## src/rtl/ex_mem_stage.sv

```systemverilog
// EX/MEM pipeline register with a one-entry skid buffer. The branch outcome is
// resolved when an entry is accepted, and in_ready is driven from a register.
module ex_mem_stage (
    input  logic        clk,
    input  logic        rst_n,
    input  logic        in_valid,
    output logic        in_ready,
    input  logic [31:0] alu_result,
    input  logic        alu_zero,
    input  logic [31:0] store_data,
    input  logic [31:0] br_target,
    input  logic [4:0]  rd_addr,
    input  logic [5:0]  ctrl_in,
    input  logic        flush,
    input  logic        out_ready,
    output logic        out_valid,
    output logic [31:0] out_result,
    output logic [31:0] out_store_data,
    output logic [31:0] out_br_target,
    output logic [4:0]  out_rd_addr,
    output logic [3:0]  out_ctrl,
    output logic        br_taken
);

    typedef struct packed {
        logic [31:0] result;
        logic [31:0] store_data;
        logic [31:0] br_target;
        logic [4:0]  rd_addr;
        logic [3:0]  ctrl;
        logic        taken;
    } entry_t;

    // State encoding is {out_v, skid_v}; the illegal (0,1) pairing is unreachable.
    typedef enum logic [1:0] {
        EMPTY = 2'b00,
        ONE   = 2'b10,
        FULL  = 2'b11
    } state_t;

    state_t r_state;
    entry_t r_out;
    entry_t r_skid;
    entry_t w_in;
    logic   w_accept;
    logic   w_pop;

    always_comb begin
        w_in.result     = alu_result;
        w_in.store_data = store_data;
        w_in.br_target  = br_target;
        w_in.rd_addr    = rd_addr;
        w_in.ctrl       = ctrl_in[5:2];
        // branch_inv flips the sense of the zero test (beq vs bne).
        w_in.taken      = ctrl_in[1] & (alu_zero ^ ctrl_in[0]);
    end

    assign in_ready = ~r_state[0];
    assign w_accept = in_valid & in_ready;
    assign w_pop    = r_state[1] & out_ready;

    always_ff @(posedge clk or negedge rst_n) begin
        if (!rst_n) begin
            r_state <= EMPTY;
            r_out   <= '0;
            r_skid  <= '0;
        end else if (flush) begin
            r_state <= EMPTY;
        end else begin
            case (r_state)
                EMPTY: begin
                    if (w_accept) begin
                        r_out   <= w_in;
                        r_state <= ONE;
                    end
                end
                ONE: begin
                    if (w_accept && w_pop) begin
                        r_out <= w_in;
                    end else if (w_accept) begin
                        r_skid  <= w_in;
                        r_state <= FULL;
                    end else if (w_pop) begin
                        r_state <= EMPTY;
                    end
                end
                FULL: begin
                    if (w_pop) begin
                        r_out   <= r_skid;
                        r_state <= ONE;
                    end
                end
                default: r_state <= EMPTY;
            endcase
        end
    end

    assign out_valid      = r_state[1];
    assign br_taken       = r_state[1] & r_out.taken;
    assign out_result     = r_out.result;
    assign out_store_data = r_out.store_data;
    assign out_br_target  = r_out.br_target;
    assign out_rd_addr    = r_out.rd_addr;
    assign out_ctrl       = r_out.ctrl;

endmodule

```

## config.mk

```make
export PLATFORM = sky130hd
export DESIGN_NAME = ex_mem_stage
export DESIGN_NICKNAME = d
export VERILOG_FILES = /design/src/rtl/ex_mem_stage.sv
export SDC_FILE = /design/constraint.sdc
export NUM_CORES = 1
export LEC_CHECK = 0
export CAP_MARGIN = 20
export CORE_MARGIN = 1
export CORE_UTILIZATION = 40
export DETAILED_ROUTE_END_ITERATION = 12
export PLACE_DENSITY = 0.62
export SYNTH_ARGS = -nofsm -noshare
export SYNTH_HDL_FRONTEND = slang
export SYNTH_SLANG_ARGS = --single-unit
```

## constraint.sdc

```tcl
create_clock -name clk -period 3.6 [get_ports clk]
set_input_delay 0.72 -clock clk [delete_from_list [all_inputs] [get_ports clk]]
set_output_delay 0.72 -clock clk [all_outputs]
set_load 0.03 [all_outputs]
```

# ---- Word level (Yosys, flattened, before mapping)
# Cells that the tools add are included.
dict set report classes {
  n_mux 11
  n_eq_ne 9
  n_bitwise 8
  n_reduce_logical 6
}
# op n
set op_table {}
lappend op_table {{2-to-1 mux 106 bit} 3}
lappend op_table {{case mux 106 bit (3 select lines)} 1}
lappend op_table {{2-to-1 mux 2 bit} 6}
lappend op_table {{inequality test 3 bit, second input constant} 3}
lappend op_table {{AND reduction 4 bit} 2}
lappend op_table {{inequality test 2 bit, second input constant} 3}
lappend op_table {{case mux 2 bit (3 select lines)} 1}
lappend op_table {{AND reduction 5 bit} 1}
lappend op_table {{bitwise AND 1 bit} 4}
lappend op_table {{equality test 2 bit, second input constant} 2}
lappend op_table {{inequality test 4 bit, second input constant} 1}
lappend op_table {{inverter 1 bit} 3}
lappend op_table {{nonzero test 3 bit} 1}
lappend op_table {{logical NOT 2 bit} 1}
lappend op_table {{logical AND 1 bit} 1}
lappend op_table {{XOR 1 bit} 1}
dict set report totals {
  wordCells 47
  output_inout_bits 108
  in_bits 113
  regBits 214
}

# ---- Logic depth before layout (Yosys ltp)
dict set report depth {
  depth_word 6
  mapped_depth 8
  mapped_depth_nobuf 6
}

# ---- Worst setup path after synthesis
# Ideal clock, no wire load.
dict set report synth_timing {
  kind {reg2reg}
  startpoint {register r_state[1]}
  endpoint {register r_out, in the netlist out_br_target[29]}
  setup_ps 125
  path_stages_with_launch 7
  required_ps 3475
  setup_slack_ps 1518
  period_less_slack_ps 2082
  n_path_buf 3
  t_arrival_ps 1957
  cell_sequence {dfrtp_1 > ha_1 > buf_2 > buf_2 > buf_2 > mux2_2 > mux2_4}
}
dict set report synth_between {
  elab_chain_cells 4
  word_cells_on_any_way 11
  classes_between {eq/ne: 5; mux: 1; bitwise: 1; reduce/logical: 4}
}
# item line
set synth_lines {}
lappend synth_lines {{from (decl)} 41} ;# state_t r_state;
lappend synth_lines {{from (signal assigned)} 64} ;# r_state <= EMPTY;
lappend synth_lines {{from (signal assigned)} 68} ;# r_state <= EMPTY;
lappend synth_lines {{from (signal assigned)} 74} ;# r_state <= ONE;
lappend synth_lines {{bitwise AND 1 bit} 60} ;# assign w_pop = r_state[1] & out_ready;
lappend synth_lines {{logical AND 1 bit} 78} ;# if (w_accept && w_pop) begin
lappend synth_lines {{inequality test 2 bit (no source line)} --}
lappend synth_lines {{AND reduction 5 bit (no source line)} --}
lappend synth_lines {{to (signal assigned)} 73} ;# r_out <= w_in;
lappend synth_lines {{to (signal assigned)} 79} ;# r_out <= w_in;
lappend synth_lines {{to (signal assigned)} 89} ;# r_out <= r_skid;
lappend synth_lines {{to (decl)} 42} ;# entry_t r_out;
# Several ways; a longest one is shown, not always the timed one.
# A chain may end at the register's enable or synchronous reset.

# ---- Worst setup path after layout
dict set report layout_timing {
  startpoint {register r_state[1]}
  endpoint {output br_taken}
}
dict set report layout_between {
  elab_chain_cells 1
}
# item line
set layout_lines {}
lappend layout_lines {{bitwise AND 1 bit} 99} ;# assign br_taken = r_state[1] & r_out.taken;
lappend layout_lines {{to (decl)} 22} ;# output logic br_taken
# Every way passes these cells.

==> flow_summary.toml <==
[synthesis]
syn_inst = 701
synthAdderAreaFrac_pct = 0.486
yosys.area_share.simple_pct = 0.839
muxShareOfSynthArea_pct = 36.2
ys_ff_latch = 214
synth-compound-area-share_pct = 0.389
synth_cell_types = 26
netlist_area_sq_um = 10300
syn-num-nets = 818
synth_top_family_by_area = "multiplexers"
avgSynthCellArea_sq_um = 14.7
synth_xor_area_share_pct = 0.170
synth_seq_area_share_pct = 52.0
yosys_warnings = 0

[timing]
finalSetupTns_ns = 0
finClkSkew_ns = 0.0176
grt_setup_unrepaired = "false"
fmax_ghz = 0.389
period_needed_ns = 2.57
fin_crit_sh_pct = 71.4
hold_viol = 0
slew_headroom_pct = 44.5
setup_violations = 0
worst_pin_slew_ns = 0.833
finalMaxSlewViolations = 0

[route]
drc_errors = 0
antenna_left = 0
postRouteWirelength_um = 21100
first_pass_iters = 4
route.vias.total = 5717
avgViaCountPerCell = 4.91
drt_iter0_drc = 216
wire_per_inst_um = 18.1

[global_routing]
grt_max_degree = 98
grt_pass1_wl_um = 33900
antenna_found_initial = 0
overflow = 0
grt_pass1_vias = 6383
grt.total_usage_pct = 16.1

[die]
die_w_um = 162
die_area_sq_um = 26400
placement_rows = 58
core_area_sq_um = 25200
start_util_pct = 40.9
io_pins = 221
die_y_um = 162

[clock_network]
root_buffer = "clkbuf_16"
postCtsSetupRepairBufs = 0
cts_hold_buf = 0
tritoncts = "built"
clk_latency_ns = 0.51
cts_resized = 0
ctsHtreeMaxLevel = 1
clk_pin_slew_ns = 0.06
cts_buffers = 24
cts.sinks = 214
cts_buffer_depth = 3

[place]
dpl.cell_count = 1121
port_buffers = 220
place.gp.congestion = 0.787
dpl.hpwl_um = 13900

[setup_path]
path_buf_inv = 1
path_cells = "and2_1, clkdlybuf4s50_1"
critPathArrivalTime_ns = 1.85
cp-end-kind = "output pin"
critical_path.max_stage_delay_ns = 0.67
rrSetupSlack_ns = 1.30
rr_worst_depth = 6
setup.worst_path.start_class = "flip-flop"
path_max_fanout = 7
critPathLaunch = "r_state[1]$_DFFE_PN0P_"
r2r_end = "out_result[1]$_DFFE_PN0P_"
slowest_stage = "clkdlybuf4s50_1"
reg2reg_from = "r_state[0]$_DFFE_PN0P_"
cp_top_family = "buffers and inverters"
worstPathRequired_ns = 2.88
path_depth = 2
path_class = "reg2out"
worstSetupEndpoint = "br_taken"

[min_path]
worstHoldPathType = "in2async"

[flow_run]
maxCapViolations = 0

[status]
run_status = "complete, no violations"

[finish]
fin_nets = 934
syn_to_final_growth_pct = 25.6
final_util_pct = 51.4
antennaDiodeCount = 0
instances_no_fill = 1165
drive_gt1_share_pct = 44.6

[pwr]
power.density_nw_per_um2 = 903
vdd_drop_max_v = 0.000511
static-leakage-power_nw = 5.49
==> worst reg2reg max path, cell delays in order (launching register included) <==
cell	delay [ns]
dfrtp_1	0.47
inv_1	0.14
ha_1	0.24
o21ai_1	0.14
nand3_4	0.25
buf_4	0.52
mux2_2	0.43
==> cell usage after synthesis, drive strengths merged <==
cell type	count	share of area, %
mux2	316	36
dfrtp	214	52
buf	135	9.6
clkbuf	5	0.18
nand2	5	0.18
ha	4	0.49
o21ai	4	0.19
inv	3	0.11
nand2b	3	0.26
mux2i	2	0.19
nand3	2	0.15
a21boi	1	0.073
a22oi	1	0.12
and2	1	0.061
and2b	1	0.073
nand4b	1	0.085
nor2	1	0.036
xnor2	1	0.085
xor2	1	0.085
==> per-layer routing <==
layer | wire, um | part of all wire [%] | vias up | GRT usage (%)
met3 | 1340 | 6.4 | 39 | 4.13
met1 | 8640 | 41 | 2934 | 19.3
met2 | 10400 | 50 | 173 | 27.7
li1 | - | - | 2571 | -
met4 | 633 | 3.0 | 0 | 5.70
met5 | 0 | 0 | - | 0
==> cells by family (layout without fill, tap and decap cells) <==
family / Yosys count / count (layout)
mux: 318 / 318
flops: 214 / 214
buf+inv: 143 / 277
simple gates: 14 / 14
compound gates: 6 / 6
fa+ha+maj: 4 / 4
xor+xnor: 2 / 2
==> cells in the final DEF (no fill, tap or decap), types with 2 or more instances in the layout <==
cell type	count
clkbuf_8	4
clkinv_4	2
mux2_4	40
clkdlybuf4s50_1	219
bufinv_16	4
clkbuf_1	3
buf_4	4
nand2_1	5
clkinv_2	6
dfrtp_1	214
ha_1	3
buf_12	6
o21ai_0	3
inv_1	3
clkbuf_16	25
mux2_2	276
mux2i_1	2
nand2b_1	2
==> layout make-up <==
type	instances	area, sq um
Fill cell	2092	12300
Timing Repair Buffer	230	2360
Tap cell	330	413
Clock buffer	31	678
Multi-Input combinational cell	344	3940
Sequential cell	214	5360
Inverter	3	11.3
Clock inverter	13	175
==> flip-flops by register name, indices dropped and copies added, names as in the netlist <==
name	count
r_state	2
out_result	32
out_store_data	32
out_ctrl	4
out_rd_addr	5
out_br_target	32
r_skid	106
r_out	1
==> how the worst min path moves through the flow <==
stage / startpoint / end / slack [ns] / cells after the start
floorplan: rst_n / out_br_target[0]$_DFFE_PN0P_ / 0.42 / 0
global placement: r_skid[0]$_DFFE_PN0P_ / r_skid[0]$_DFFE_PN0P_ / 0.46 / 2
detailed placement: r_skid[0]$_DFFE_PN0P_ / r_skid[0]$_DFFE_PN0P_ / 0.48 / 2
CTS: rst_n / r_skid[62]$_DFFE_PN0P_ / 0.32 / 1
global route: rst_n / r_skid[62]$_DFFE_PN0P_ / 0.34 / 1
finish: rst_n / r_skid[62]$_DFFE_PN0P_ / 0.28 / 1
==> through the flow <==
step                      instance area [sq um]  power [mW]  hold WS (ns)  setup WS, ns
after global placement                    12100        8.98         0.464         0.907
final                                     12900        11.7         0.285          1.03
after global routing                      12900        12.3         0.344         0.979
after CTS                                 12900        11.8         0.316          1.02
after floorplan                           10300        8.10         0.424          1.52
after detailed placement                  12100        9.18         0.481         0.842
==> where the power goes <==
| part | internal, mW | switching, mW | total, mW |
|---|---|---|---|
| Sequential | 3.63 | 0.632 | 4.26 |
| Clock | 1.62 | 0.964 | 2.58 |
| Combinational | 2.52 | 2.32 | 4.83 |
| Total | 7.76 | 3.91 | 11.7 |
Power figures use the tool's default switching activity.
